## config.mk

```make
export PLATFORM = sky130hd
export DESIGN_NAME = if_prefetch
export DESIGN_NICKNAME = d
export VERILOG_FILES = /design/src/rtl/if_prefetch.sv
export SDC_FILE = /design/constraint.sdc
export NUM_CORES = 1
export LEC_CHECK = 0
export CORE_ASPECT_RATIO = 0.9
export CORE_MARGIN = 2
export CORE_UTILIZATION = 40
export DETAILED_ROUTE_END_ITERATION = 8
export PLACE_DENSITY_LB_ADDON = 0.3
export SYNTH_ARGS = -nofsm -noshare
export SYNTH_HDL_FRONTEND = slang
export SYNTH_SLANG_ARGS = --single-unit
```

## constraint.sdc

```tcl
create_clock -name clk_i -period 3.8 [get_ports clk_i]
set_input_delay 0.38 -clock clk_i [delete_from_list [all_inputs] [get_ports clk_i]]
set_output_delay 0.38 -clock clk_i [all_outputs]
set_load 0.005 [all_outputs]
```

## src/rtl/if_prefetch.sv

```systemverilog
// ---------------------------------------------------------------------------
// if_prefetch -- instruction fetch prefetch queue with a Wishbone classic
// read master.
//
// Fetches sequential instruction words over Wishbone into a DEPTH-entry
// queue and presents the head entry to decode. A redirect (branch/jump or
// exception) flushes the queue and restarts fetching at the new target.
//
// Handshakes:
//   Decode side: the head entry is transferred on a cycle where valid_o and
//   ready_i are both 1. valid_o never depends on ready_i, and the head
//   fields hold steady until that transfer.
//   Bus side: at most one request is open. wbm_cyc_o/wbm_stb_o rise
//   together and stay high, with wbm_addr_o stable, until wbm_ack_i or
//   wbm_err_i ends it.
//
// Ports:
//   clk_i, rst_i              clock, synchronous active-high reset
//   br_j_addr_i               branch/jump target
//   exception_addr_i          trap vector
//   sel_addr_i[1:0]           redirect request: [1] exception, [0] branch
//   ready_i                   decode pops the head entry
//   valid_o                   head entry present
//   instruction_o, pc_o       head instruction and its PC
//   access_fault_o            head entry was fetched with a bus error
//   wbm_*                     Wishbone classic read master
//   fsm_state                 current bus FSM state (debug)
//
// Build option: define IF_PREFETCH_FAULT_TAG_EN to keep a fault bit per
// entry. Without it, error responses enter the queue as a NOP.
// ---------------------------------------------------------------------------
module if_prefetch #(
  parameter logic [31:0] RESET_ADDR = 32'h8000_0000,
  parameter int          DEPTH      = 4
) (
  input  logic        clk_i,
  input  logic        rst_i,
  input  logic [31:0] br_j_addr_i,
  input  logic [31:0] exception_addr_i,
  input  logic [1:0]  sel_addr_i,
  input  logic        ready_i,
  output logic        valid_o,
  output logic [31:0] instruction_o,
  output logic [31:0] pc_o,
  output logic        access_fault_o,
  input  logic [31:0] wbm_dat_i,
  input  logic        wbm_ack_i,
  input  logic        wbm_err_i,
  output logic        wbm_cyc_o,
  output logic        wbm_stb_o,
  output logic [31:0] wbm_addr_o,
  output logic [1:0]  fsm_state
);

  localparam int PW = $clog2(DEPTH);
  localparam int CW = $clog2(DEPTH + 1);
  localparam logic [CW-1:0] DEPTH_C = CW'(DEPTH);
  localparam logic [31:0] NOP = 32'h0000_0013;

  typedef enum logic [1:0] {
    IDLE  = 2'd0,
    FETCH = 2'd1,
    DRAIN = 2'd2
  } state_t;

  state_t        state, state_next;
  logic [31:0]   pc, pc_next;        // address of the current or next live fetch
  logic [31:0]   addr;               // address driven on the bus
  logic [CW-1:0] count, count_next;
  logic [PW-1:0] rd_ptr, wr_ptr;
  logic          redirect, resp, push, pop, issue;
  logic [31:0]   redirect_addr;
  logic [31:0]   push_instr;

  logic [31:0]   mem_instr [DEPTH];
  logic [31:0]   mem_pc    [DEPTH];

`ifdef IF_PREFETCH_FAULT_TAG_EN
  logic          push_fault;
  logic          mem_fault [DEPTH];
`endif

  always_comb begin
    redirect      = |sel_addr_i;
    redirect_addr = sel_addr_i[1] ? exception_addr_i : br_j_addr_i;
    resp          = wbm_ack_i | wbm_err_i;
    pop           = (count != '0) && ready_i && !redirect;
    // Only a live FETCH response enters the queue; its slot was reserved
    // when the request was issued, so the queue cannot overflow.
    push          = (state == FETCH) && resp && !redirect;

    count_next = count;
    if (redirect)          count_next = '0;
    else if (push && !pop) count_next = count + CW'(1);
    else if (pop && !push) count_next = count - CW'(1);

    state_next = state;
    pc_next    = pc;
    case (state)
      IDLE: begin
        if (redirect)             pc_next    = redirect_addr;
        else if (count < DEPTH_C) state_next = FETCH;
      end
      FETCH: begin
        if (redirect) begin
          pc_next = redirect_addr;
          // A response landing with the redirect closes the request, so the
          // new target can go out straight away; otherwise drain the old one.
          state_next = resp ? FETCH : DRAIN;
        end else if (resp) begin
          pc_next    = pc + 32'd4;
          state_next = (count_next < DEPTH_C) ? FETCH : IDLE;
        end
      end
      DRAIN: begin
        if (redirect) pc_next    = redirect_addr;
        if (resp)     state_next = FETCH;
      end
      default: state_next = IDLE;
    endcase

    // A new request starts whenever FETCH is entered or re-entered after a
    // response; wbm_addr_o only changes at those points.
    issue = (state_next == FETCH) && ((state != FETCH) || resp);

`ifdef IF_PREFETCH_FAULT_TAG_EN
    push_instr = wbm_dat_i;
    push_fault = wbm_err_i;
`else
    push_instr = wbm_err_i ? NOP : wbm_dat_i;
`endif
  end

  always_ff @(posedge clk_i) begin
    if (rst_i) begin
      state  <= IDLE;
      pc     <= RESET_ADDR & 32'hFFFF_FFFC;
      addr   <= RESET_ADDR & 32'hFFFF_FFFC;
      count  <= '0;
      rd_ptr <= '0;
      wr_ptr <= '0;
    end else begin
      state <= state_next;
      pc    <= pc_next & 32'hFFFF_FFFC;
      if (issue) addr <= pc_next & 32'hFFFF_FFFC;
      count <= count_next;
      if (redirect) begin
        rd_ptr <= '0;
        wr_ptr <= '0;
      end else begin
        if (push) wr_ptr <= wr_ptr + PW'(1);
        if (pop)  rd_ptr <= rd_ptr + PW'(1);
      end
    end
  end

  // Queue storage needs no reset: count gates every read.
  always_ff @(posedge clk_i) begin
    if (push) begin
      mem_instr[wr_ptr] <= push_instr;
      mem_pc[wr_ptr]    <= addr;
`ifdef IF_PREFETCH_FAULT_TAG_EN
      mem_fault[wr_ptr] <= push_fault;
`endif
    end
  end

  assign valid_o       = (count != '0);
  assign instruction_o = mem_instr[rd_ptr];
  assign pc_o          = mem_pc[rd_ptr];
`ifdef IF_PREFETCH_FAULT_TAG_EN
  assign access_fault_o = valid_o && mem_fault[rd_ptr];
`else
  assign access_fault_o = 1'b0;
`endif
  assign wbm_cyc_o  = (state != IDLE);
  assign wbm_stb_o  = (state != IDLE);
  assign wbm_addr_o = addr;
  assign fsm_state  = state;

endmodule

```

# == Yosys cells after proc, flatten, opt, wreduce, memory -nomap -nowiden ==
# Memory sizes are Yosys's and may differ from the RTL's. A register that Yosys moved wholly into a read port is not among the register bits.
# Cells that the tools add are included.
# totals
reg_bits,71
ram_bits,248
inputBits,103
elab_cells,61
mem_count,2
# memory_table
name,depth,width,rd,rd_ports_with_merged_regs,wr,line,text
mem_instr,4,32,1,1,1,75,logic [31:0] mem_instr [DEPTH];
mem_pc,4,30,1,1,1,76,logic [31:0] mem_pc [DEPTH];
# classes
addsub,5
order_cmp,2
n_eq_ne,4
n_mux,23
bitwise_logic,1
n_reduce_logical,17
# ops
op,count
32-bit two-way mux,5
32-bit one-hot mux with 2 select lines,1
32-bit by 3-bit adder with 32-bit output (second input constant),1
2-bit two-way mux,10
3-bit two-way mux,3
1-bit logical AND,7
3-bit < comparator (second input constant),2
2-bit one-hot mux with 3 select lines,1
2-bit by 1-bit adder with 2-bit output (second input constant),2
2-bit by 1-bit == test with 1-bit output (second input constant),2
2-bit OR reduction,2
3-bit by 1-bit adder with 3-bit output (second input constant),1
1-bit logical NOT,3
1-bit two-way mux,3
3-bit nonzero test,1
3-bit OR reduction,1
3-bit by 1-bit subtractor with 3-bit output (second input constant),1
2-bit == test (second input constant),1
2-bit logical NOT,1
2-bit by 1-bit inequality test with 1-bit output (second input constant),1
2-bit nonzero test,1
1-bit logical OR,1
1-bit OR,1

# == Longest topological paths before layout ==
# logic_depth
ltp_word,15
mapped_depth,14
mapped_depth_nobuf,12

# == Worst setup path before layout ==
# OpenSTA, ideal clock, no wires.
# synth_path
path_kind,input to register
startpoint,input sel_addr_i[0]
endpoint,memory mem_instr[0][0] (enable)
setup_time_ps,427
t_arrival_ps,2696
required_time_ps,3373
path_slack_ps,677
stages,4
cell_sequence,buf_2 > nor4b_1 > clkbuf_1 > and3_1
# synth_via
elab_chain_cells,5
# synth_rtl
item,line,text
"start, declared",40,"input logic [1:0] sel_addr_i,"
2-bit OR reduction,84,redirect = |sel_addr_i;
1-bit logical NOT,90,push = (state == FETCH) && resp && !redirect;
1-bit logical AND,90,
1-bit two-way mux,159,if (push) begin
1-bit two-way mux (not written as such),160,mem_instr[wr_ptr] <= push_instr;
"end, declared",75,
# Every way passes these cells.

==> results.ini <==
[status]
outcome = finished, final reports clean

[cells_and_area]
insertedDiodeCount = 0
area_overhead_vs_synth_pct = 26.5
nNetsFinal = 1224
drive_gt1_share_pct = 15.7
n_fill_cell = 2821
multiInputGateArea_um2 = 4290
stdcell_area_um2 = 17100
sequential_cell_area_um2 = 8880

[synthesis]
postSynth.topFlopCell = edfxtp_1
cell_with_the_most_instances_after_synthesis = edfxtp_1
synthTopCellsByArea = edfxtp_1, dfxtp_1, mux4_2
ys.warnings.count = 0
ys_seq_elements = 319
portion_of_synthesized_cell_area_occupied_by_the_leading_cell_type_pct = 55.2
synth.largest_area_cell = edfxtp_1
post_synth_edffs = 248
synth_commonest_cells = edfxtp_1, nor2_1, dfxtp_1
asyncSetResetFlopFracSynth_pct = 0
synth_cell_types = 71
netlist_area_um2 = 13500
postSynthCellCount = 916
synth_area_per_cell_um2 = 14.7
synth_seq_area_share_pct = 65.7

[clocking]
clkTransAtPathRegs_ns = 0.06
clock_tree.htree_level_count = 2
cts_tree = done
cts_root_buf = clkbuf_16
numClockSinks = 319
clock_tree.buffer_depth = 3
number_of_buffers_created_by_cts = 35
post_cts.repair.setup_buffers = 0
hold_buffers = 0
clk_latency_ns = 0.51
post_cts.resized_instances = 0

[floorplan]
die_area_um2 = 35200
initial_util_pct = 40.7
io-pin-count = 205
core-area_um2 = 33100
row_count = 63
die_x_um = 198
die_height_um = 178

[global_routing]
global_route.usage.total_pct = 18.8
grt_overflow_total = 0
grt_max_degree = 63
grt_pass1_vias = 8610
grt_antenna_before_repair = 0
wire_length_of_the_first_global_routing_pass_um = 49900

[power]
p_leak_nw = 5.59
power.internal_mw = 6.08
sequentialPowerShare_pct = 51.0
ir_worst_vdd_mv = 0.221
switching_power_mw = 1.71
share_comb_of_total_power_pct = 7.9
pwr_density_cell_nw_per_um2 = 456
power_frac_clock_pct = 41.1
sw_frac_of_total_pct = 21.9

[routing]
drt_pre_antenna_iters = 8
drc_violation_total_after_the_first_tritonroute_iteration = 648
detail_route.wl_per_cell_um = 21.1
drt-vias-per-instance = 5.52
vias = 8604
postRouteWirelength_um = 32900
ant_nets = 0
drcViolationCount = 0

[placement]
port-buffer-count = 195
gp_congestion = 0.871
placed_instance_area_um2 = 16000
place.detailed.hpwl_um = 21700

[hold_path]
hold_class = input pin to register

[critical_path]
critical_path.slowest_cell = dfxtp_4
crit_chain = buf_4 -> mux4_2 -> clkdlybuf4s50_1
cp_data_required_time_ns = 3.42
path_max_fanout = 24
setup.worst_path.end_class = primary output
critPathMaxStageDelay_ns = 0.72
timing_worst_setup_path_type = register to primary output
critPathTopFamily = buffers and inverters
critical_path_arrival_ns = 2.72
critPathLaunchType = register
critical_path_buf_inv_count = 2

[timing]
slew_headroom_pct = 45.5
tightestPinTransition_ns = 0.816
period_minus_slack_ns = 3.10
finalClockSkew_ns = 0.0142
final.period_utilization_pct = 81.6
rsz0062_at_grt = no
hold_viol_final = 0
timing.setup.tns_ns = 0
fin_worst_hold_slack_ns = 0.218
report.final.slew_viol_count = 0
fmax_mhz = 322
report.final.setup_viol = 0

[flow_run]
max_cap_violations = 0

## per-layer routing
metal	share of wire, %	vias to the layer above	wire, um	global-route usage (%)
met2	46	318	15200	30.2
met3	6.4	55	2110	3.25
li1	-	3960	-	-
met5	0	-	0	0
met1	45	4271	14900	26.3
met4	2.2	0	718	5.48
## registers in the layout, indices dropped and copies added (netlist names), named ones only
| register | count |
|---|---|
| rd_ptr | 2 |
| wbm_addr_o | 30 |
| count | 3 |
| mem_pc | 120 |
| fsm_state | 2 |
| wr_ptr | 2 |
| pc | 30 |
| mem_instr | 128 |
## through the flow
stage | setup WS [ns] | std cells | power, mW | util (%)
2_1_floorplan | 0.677 | 920 | 4.32 | -
3_3_place_gp | 0.435 | 1496 | 4.65 | 48.2
3_5_place_dp | 0.394 | 1496 | 4.66 | 48.2
4_1_cts | 0.620 | 1559 | 7.87 | 51.6
5_1_grt | 0.531 | 1559 | 8.06 | 51.6
6_report | 0.699 | 1559 | 7.79 | 51.6
## cell usage in the layout, fill, tap and decap left out, types with 6 or more instances in the layout
| cell | count |
|---|---|
| edfxtp_1 | 248 |
| clkdlybuf4s50_1 | 193 |
| nor2_1 | 71 |
| nand2_1 | 69 |
| dfxtp_1 | 69 |
| mux4_2 | 62 |
| clkbuf_16 | 39 |
| nor2b_1 | 33 |
| a21oi_1 | 33 |
| buf_4 | 19 |
| nand3_1 | 18 |
| o22ai_1 | 18 |
| o21ai_0 | 16 |
| nand4_1 | 14 |
| and2_1 | 11 |
| a22oi_1 | 11 |
| inv_1 | 10 |
| ha_1 | 10 |
| xnor2_1 | 9 |
| o221ai_1 | 9 |
| a211oi_2 | 9 |
| a211oi_1 | 9 |
| clkinv_1 | 8 |
| and3_1 | 7 |
| nor3_1 | 7 |
| buf_12 | 7 |
| or2_2 | 6 |
| clkinv_2 | 6 |
## kinds of logic (layout without fill, tap and decap cells)
| group | after synthesis | after routing | synth area share (%) |
|---|---|---|---|
| compound gates | 159 | 159 | 8.78 |
| xor+xnor | 11 | 11 | 0.714 |
| mux | 68 | 68 | 10.8 |
| buf+inv | 78 | 295 | 2.76 |
| other cells | 1 | 5 | 0.0278 |
| simple gates | 270 | 270 | 10.2 |
| flops | 319 | 319 | 65.7 |
| fa+ha+maj | 10 | 10 | 0.927 |
## power groups by stage
stage | combinational, mW | sequential (mW) | clock (mW)
after floorplan | 0.311 | 4.01 | 0
after global placement | 0.606 | 4.04 | 0
after detailed placement | 0.613 | 4.05 | 0
final | 0.612 | 3.97 | 3.20
after global routing | 0.665 | 3.99 | 3.41
after CTS | 0.615 | 3.98 | 3.28
## worst paths after layout
| kind | from | to | slack (ns) | depth (start not counted) |
|---|---|---|---|---|
| max | register | pc_o[12] | 0.70 | 3 |
| min | rst_i | pc[3]$_SDFF_PP0_ | 0.22 | 2 |
| max reg2reg | fsm_state[1]$_SDFF_PP0_ | wbm_addr_o[8]$_SDFFE_PP0P_ | 0.87 | 10 |
| min reg2reg | count[0]$_SDFFE_PP0P_ | count[0]$_SDFFE_PP0P_ | 0.50 | 2 |
## cell type report
| class | count | share of cell area (%) |
|---|---|---|
| tap | 422 | 3.09 |
| sequential | 319 | 52.0 |
| clock buffer | 47 | 6.03 |
| timing repair buffer | 221 | 13.0 |
| inverter | 11 | 0.242 |
| clock inverter | 16 | 0.454 |
| multi-input combinational | 523 | 25.1 |
No activity file was read; power rests on OpenSTA's default activity.
